File: config.mk
export PLATFORM = sky130hd
export DESIGN_NAME = uart_tx_datapath_flat
export DESIGN_NICKNAME = d
export VERILOG_FILES = /design/src/rtl/uart_tx_datapath_if.sv /design/src/rtl/uart_tx_datapath.sv /design/src/flat_wrapper.sv
export SDC_FILE = /design/constraint.sdc
export NUM_CORES = 1
export LEC_CHECK = 0
export ABC_AREA = 1
export BUFFER_PORTS_ARGS = -buffer_cell sky130_fd_sc_hd__buf_2
export CORE_MARGIN = 5
export CORE_UTILIZATION = 40
export DETAILED_ROUTE_END_ITERATION = 6
export PLACE_DENSITY = 0.66
export SETUP_SLACK_MARGIN = 0.02
export SKIP_LAST_GASP = 1
export SYNTH_ARGS = -nofsm -noshare
export SYNTH_HDL_FRONTEND = slang
export SYNTH_SLANG_ARGS = --single-unit
export TNS_END_PERCENT = 1
File: constraint.sdc
create_clock -name clk -period 1 [get_ports clk]
set_input_delay 0.15 -clock clk [delete_from_list [all_inputs] [get_ports clk]]
set_output_delay 0.15 -clock clk [all_outputs]
set_load 0.02 [all_outputs]
File: src/rtl/uart_tx_datapath_if.sv
// Bundle between the UART TX control FSM (master) and the bit-level TX datapath (slave).
// It carries the parallel load, the parity controls, the serializer controls and the serial line.
interface uart_tx_datapath_if #(
    parameter int DATA_WIDTH = 8
);
    logic [DATA_WIDTH-1:0] P_DATA;
    logic                  Data_Valid;
    logic                  busy;
    logic                  PAR_TYP;
    logic                  par_calc_en;
    logic                  ser_en;
    logic [1:0]            mux_sel;
    logic                  ser_done;
    logic                  TX_OUT;

    modport master (
        output P_DATA,
        output Data_Valid,
        output busy,
        output PAR_TYP,
        output par_calc_en,
        output ser_en,
        output mux_sel,
        input  ser_done,
        input  TX_OUT
    );

    modport slave (
        input  P_DATA,
        input  Data_Valid,
        input  busy,
        input  PAR_TYP,
        input  par_calc_en,
        input  ser_en,
        input  mux_sel,
        output ser_done,
        output TX_OUT
    );
endinterface

File: src/rtl/uart_tx_datapath.sv
// UART TX bit-level datapath: latches the byte and its parity at load time, shifts it out LSB-first
// under the FSM's ser_en, and drives a registered, glitch-free TX_OUT selected by mux_sel.
module uart_tx_datapath #(
    parameter int DATA_WIDTH = 8
) (
    input  logic                 clk,
    input  logic                 rst_n,
    uart_tx_datapath_if.slave    bus
);
    localparam int              CNT_W    = $clog2(DATA_WIDTH + 1);
    localparam logic [CNT_W-1:0] CNT_DONE = CNT_W'(DATA_WIDTH);
    localparam logic [CNT_W-1:0] CNT_MAX  = CNT_W'(DATA_WIDTH + 1);
    localparam logic [CNT_W-1:0] CNT_ONE  = CNT_W'(1);

    localparam logic [1:0] SEL_START  = 2'b00;
    localparam logic [1:0] SEL_STOP   = 2'b01;
    localparam logic [1:0] SEL_DATA   = 2'b10;
    localparam logic [1:0] SEL_PARITY = 2'b11;

    function automatic logic calc_parity(input logic [DATA_WIDTH-1:0] data, input logic odd);
        return (^data) ^ odd;
    endfunction

    logic [DATA_WIDTH-1:0] shift_q;
    logic [DATA_WIDTH-1:0] shift_d;
    logic                  ser_bit_q;
    logic                  ser_bit_d;
    logic [CNT_W-1:0]      bit_cnt_q;
    logic [CNT_W-1:0]      bit_cnt_d;
    logic                  parity_q;
    logic                  parity_d;
    logic                  tx_q;
    logic                  tx_d;
    logic                  load_s;
    logic                  mux_s;

    assign load_s = bus.Data_Valid & ~bus.busy;

    // Load / shift / idle next-state; a load takes priority over a simultaneous shift.
    always_comb begin
        shift_d   = shift_q;
        ser_bit_d = ser_bit_q;
        bit_cnt_d = bit_cnt_q;
        parity_d  = parity_q;
        if (load_s) begin
            shift_d   = bus.P_DATA;
            bit_cnt_d = {CNT_W{1'b0}};
            if (bus.par_calc_en) begin
                parity_d = calc_parity(bus.P_DATA, bus.PAR_TYP);
            end else begin
                parity_d = parity_q;
            end
        end else if (bus.ser_en) begin
            ser_bit_d = shift_q[0];
            shift_d   = {1'b0, shift_q[DATA_WIDTH-1:1]};
            // Saturate so a long ser_en burst can never wrap back onto CNT_DONE.
            if (bit_cnt_q == CNT_MAX) begin
                bit_cnt_d = bit_cnt_q;
            end else begin
                bit_cnt_d = bit_cnt_q + CNT_ONE;
            end
        end else begin
            bit_cnt_d = {CNT_W{1'b0}};
        end
    end

    // Line source selection; tx_d feeds the output flop so TX_OUT never glitches.
    always_comb begin
        mux_s = 1'b1;
        case (bus.mux_sel)
            SEL_START:  mux_s = 1'b0;
            SEL_STOP:   mux_s = 1'b1;
            SEL_DATA:   mux_s = ser_bit_q;
            SEL_PARITY: mux_s = parity_q;
            default:    mux_s = 1'b1;
        endcase
        tx_d = mux_s;
    end

    // Datapath state and output line registers; the line idles high out of reset.
    always_ff @(posedge clk or negedge rst_n) begin
        if (!rst_n) begin
            shift_q   <= {DATA_WIDTH{1'b0}};
            ser_bit_q <= 1'b0;
            bit_cnt_q <= {CNT_W{1'b0}};
            parity_q  <= 1'b0;
            tx_q      <= 1'b1;
        end else begin
            shift_q   <= shift_d;
            ser_bit_q <= ser_bit_d;
            bit_cnt_q <= bit_cnt_d;
            parity_q  <= parity_d;
            tx_q      <= tx_d;
        end
    end

    assign bus.ser_done = (bit_cnt_q == CNT_DONE);
    assign bus.TX_OUT   = tx_q;
endmodule

File: src/flat_wrapper.sv
// flat-port wrapper written by rule: the top's interface ports become plain ports
module uart_tx_datapath_flat 
#(
    parameter int DATA_WIDTH = 8
)
  (clk, rst_n, bus_P_DATA, bus_Data_Valid, bus_busy, bus_PAR_TYP, bus_par_calc_en, bus_ser_en, bus_mux_sel, bus_ser_done, bus_TX_OUT);
  uart_tx_datapath_if #(.DATA_WIDTH(DATA_WIDTH)) bus_i ();
  input  logic clk;
  input  logic rst_n;
  input wire logic [$bits(bus_i.P_DATA)-1:0] bus_P_DATA;
  input wire logic [$bits(bus_i.Data_Valid)-1:0] bus_Data_Valid;
  input wire logic [$bits(bus_i.busy)-1:0] bus_busy;
  input wire logic [$bits(bus_i.PAR_TYP)-1:0] bus_PAR_TYP;
  input wire logic [$bits(bus_i.par_calc_en)-1:0] bus_par_calc_en;
  input wire logic [$bits(bus_i.ser_en)-1:0] bus_ser_en;
  input wire logic [$bits(bus_i.mux_sel)-1:0] bus_mux_sel;
  output wire logic [$bits(bus_i.ser_done)-1:0] bus_ser_done;
  output wire logic [$bits(bus_i.TX_OUT)-1:0] bus_TX_OUT;
  assign bus_i.P_DATA = bus_P_DATA;
  assign bus_i.Data_Valid = bus_Data_Valid;
  assign bus_i.busy = bus_busy;
  assign bus_i.PAR_TYP = bus_PAR_TYP;
  assign bus_i.par_calc_en = bus_par_calc_en;
  assign bus_i.ser_en = bus_ser_en;
  assign bus_i.mux_sel = bus_mux_sel;
  assign bus_ser_done = bus_i.ser_done;
  assign bus_TX_OUT = bus_i.TX_OUT;
  uart_tx_datapath #(.DATA_WIDTH(DATA_WIDTH)) u_core (.clk(clk), .rst_n(rst_n), .bus(bus_i));
endmodule
==> summary.md <==
| Metric | Value |
|---|---|
| Synth Cell Area | `885 sq um` |
| Starting density of the core | `40.8%` |
| Drt pass-1 iters | `4` |
| Worst slew margin | `77.8%` |
| Slew Limit Fails | `0` |
| First-pass GRT wire length | `2990 microns` |
| Vias in the first global route | `752` |
| WL final | `1750 microns` |
| Clk slew on worst S/H paths | `0.09 ns` |
| NumNets Final | `162` |
| Max Cap Viol | `0` |
| Ys Warns | `0` |
| Synth Register Bits | `15` |
| Final HPWL DP | `1370 microns` |
| Leakage | `0.610 nW` |
| Area Growth Syn to Fin | `27.3%` |
| DR vias | `786` |
| Clock latency on the worst-skew pair | `0.28 ns` |
| Clock skew | `0.00123 ns` |
| Final WS setup | `-0.309 ns` |
| Max FO, Critical Path | `2` |
| RSZ-0062 raised after global routing | `yes` |
| Most frequent cells in the layout | `32 x nand2_1, 20 x inv_1, 17 x buf_2` |
| Antenna Nets Post-Route | `0` |
| All-layer global routing usage | `11.8%` |
| Number of DRC markers in iteration 0 | `5` |
| Tot Pwr | `1.38 mW` |
| Synthesized area per cell | `7.97 sq um` |
| Crit. End Element | `output port` |
| Failing checks | `negative setup slack` |
| PwrDens | `1230 nW/um^2` |
| Status | `finished, violations left` |
| Ys async rst share | `100%` |
| Number of synthesized flops with an enable pin | `0` |
| Chip width | `57.0 microns` |
| Worst Setup Start Kind | `flip-flop` |
| Dpl cells | `161` |
| CTS Sinks | `15` |
| Port Buf Inserts | `18` |
| Remaining DRCs | `0` |
| Clock buffer depth | `2` |
| Slew @ Worst Pin | `0.333 ns` |
| Setup TNS | `-1.06 ns` |
| Htree depth | `1` |
| Worst VDD drop | `0.000897 V` |
| Total die area | `3250 sq um` |
| Hold crit path type | `input port to flip-flop` |
| Gr ovfl total | `0` |
| Most common cell after layout, fill and taps aside | `nand2_1` |
| I/O pin count | `19` |
| Share of post-route cells with drive strength above 1 | `28.4%` |
| Core outline area | `2170 sq um` |
| Clk root buf | `clkbuf_4` |
| CTS tree | `built` |
| Rows | `17` |
| Final RePlAce weighted congestion | `0.733` |
| Period utilization | `131%` |
| Total CTS buffers | `3` |
| Vias/cell | `4.65` |
| Final std cells w/o fill | `169` |
| Post-synth cell types | `22` |
| Sequential area share after synthesis | `42.6%` |
| Antenna violations before repair | `0` |
| Final Hold Viols | `0` |
| CP arrival | `1.16 ns` |
| Synthesized net count | `131` |
| Antenna cells | `0` |
| WL/cell | `10.4 microns` |
| Worst hold slack | `0.142 ns` |
| Post-DP Area | `1040 sq um` |
| Post-synthesis cell count | `111` |
| Die height | `57.0 microns` |
| Final setup vio count | `6` |
| Post-route design area | `1130 sq um` |
| Achievable frequency | `764 MHz` |
| Synth Flop Type | `dfrtp_1` |
| Crit Path Class | `flip-flop to output port` |
| Largest net degree at the start of global routing | `16` |
| Minimum clock period | `1.31 ns` |
| Worst Path Required | `0.85 ns` |
[state kept, by name (all words and copies together), names as in the netlist]
name / flops
u_core.bit_cnt_q: 4
u_core.bus.TX_OUT: 1
u_core.parity_q: 1
u_core.ser_bit_q: 1
u_core.shift_q: 8
[through the flow]
stage	utilization, %	worst slack, ns
4_1_cts	51.9	-0.289
2_1_floorplan	-	-0.0114
3_5_place_dp	48.1	-0.142
5_1_grt	51.9	-0.361
6_report	51.9	-0.309
3_3_place_gp	48.1	-0.0754
[layer usage]
metal	share of wire (%)	global-route usage (%)	up-vias
met1	44	12.7	352
met4	2.1	3.97	0
met5	0	0	-
met3	5.2	4.52	6
li1	-	-	412
met2	48	20.9	16
[timing repair]
item | in CTS | in global routing
endpoints found under the setup margin | 5 | 6
hold endpoints to repair | 14 | 0
setup buffers | 3 | 0
resized for setup | 6 | 0
pin swaps | 1 | 0
hold buffers | 1 | 0
[worst max-delay path, stage by stage, from the launching register on]
cell     delay [ns]
dfrtp_1        0.40
inv_2          0.09
ha_4           0.12
and3_4         0.16
buf_6          0.11
[power breakdown]
| part | total, mW | switching, mW | internal, mW |
|---|---|---|---|
| clock | 0.347 | 0.192 | 0.155 |
| sequential | 0.709 | 0.0307 | 0.678 |
| combinational | 0.328 | 0.178 | 0.150 |
[worst paths after layout]
check / start / to / slack, ns / depth (start not counted)
max reg2reg: u_core.bit_cnt_q[1] / u_core.bit_cnt_q[1] / -0.24 / 7
min in group asynchronous: rst_n / u_core.parity_q / 0.29 / 2
min reg2reg: u_core.ser_bit_q / u_core.ser_bit_q / 0.49 / 2
max: u_core.bit_cnt_q[1] / bus_ser_done / -0.31 / 4
max in group asynchronous: rst_n / u_core.bus.TX_OUT / 0.42 / 2
min: bus_P_DATA[7] / u_core.shift_q[7] / 0.14 / 2
[cells by family after synthesis]
group | count (synthesis) | synth area share, %
buffers and inverters | 24 | 11.3
XOR/XNOR | 4 | 3.96
flip-flops | 15 | 42.6
AND/OR/NAND/NOR | 50 | 26.0
AO/OA/AOI/OAI | 15 | 11.9
adder cells (fa/ha/maj) | 3 | 4.24
[synthesized netlist by cell type (2+ instances only)]
master / count / area share, %
nand3_1: 8 / 4.5
o21ai_0: 2 / 1.1
ha_1: 3 / 4.2
nand2_1: 32 / 14
inv_1: 22 / 9.3
o211ai_1: 2 / 1.7
nor2_1: 5 / 2.1
o221ai_1: 5 / 5.0
dfrtp_1: 14 / 40
a21oi_1: 4 / 2.3
xnor2_1: 2 / 2.0
xor2_1: 2 / 2.0
[area by class of cell]
cell class | instances | area (sq um)
Tap cell | 28 | 35.0
Inverter | 23 | 88.8
Multi-Input combinational cell | 72 | 433
Fill cell | 221 | 1040
Clock buffer | 4 | 26.3
Sequential cell | 15 | 377
Timing Repair Buffer | 27 | 166
(Power assumes the default switching activity.)
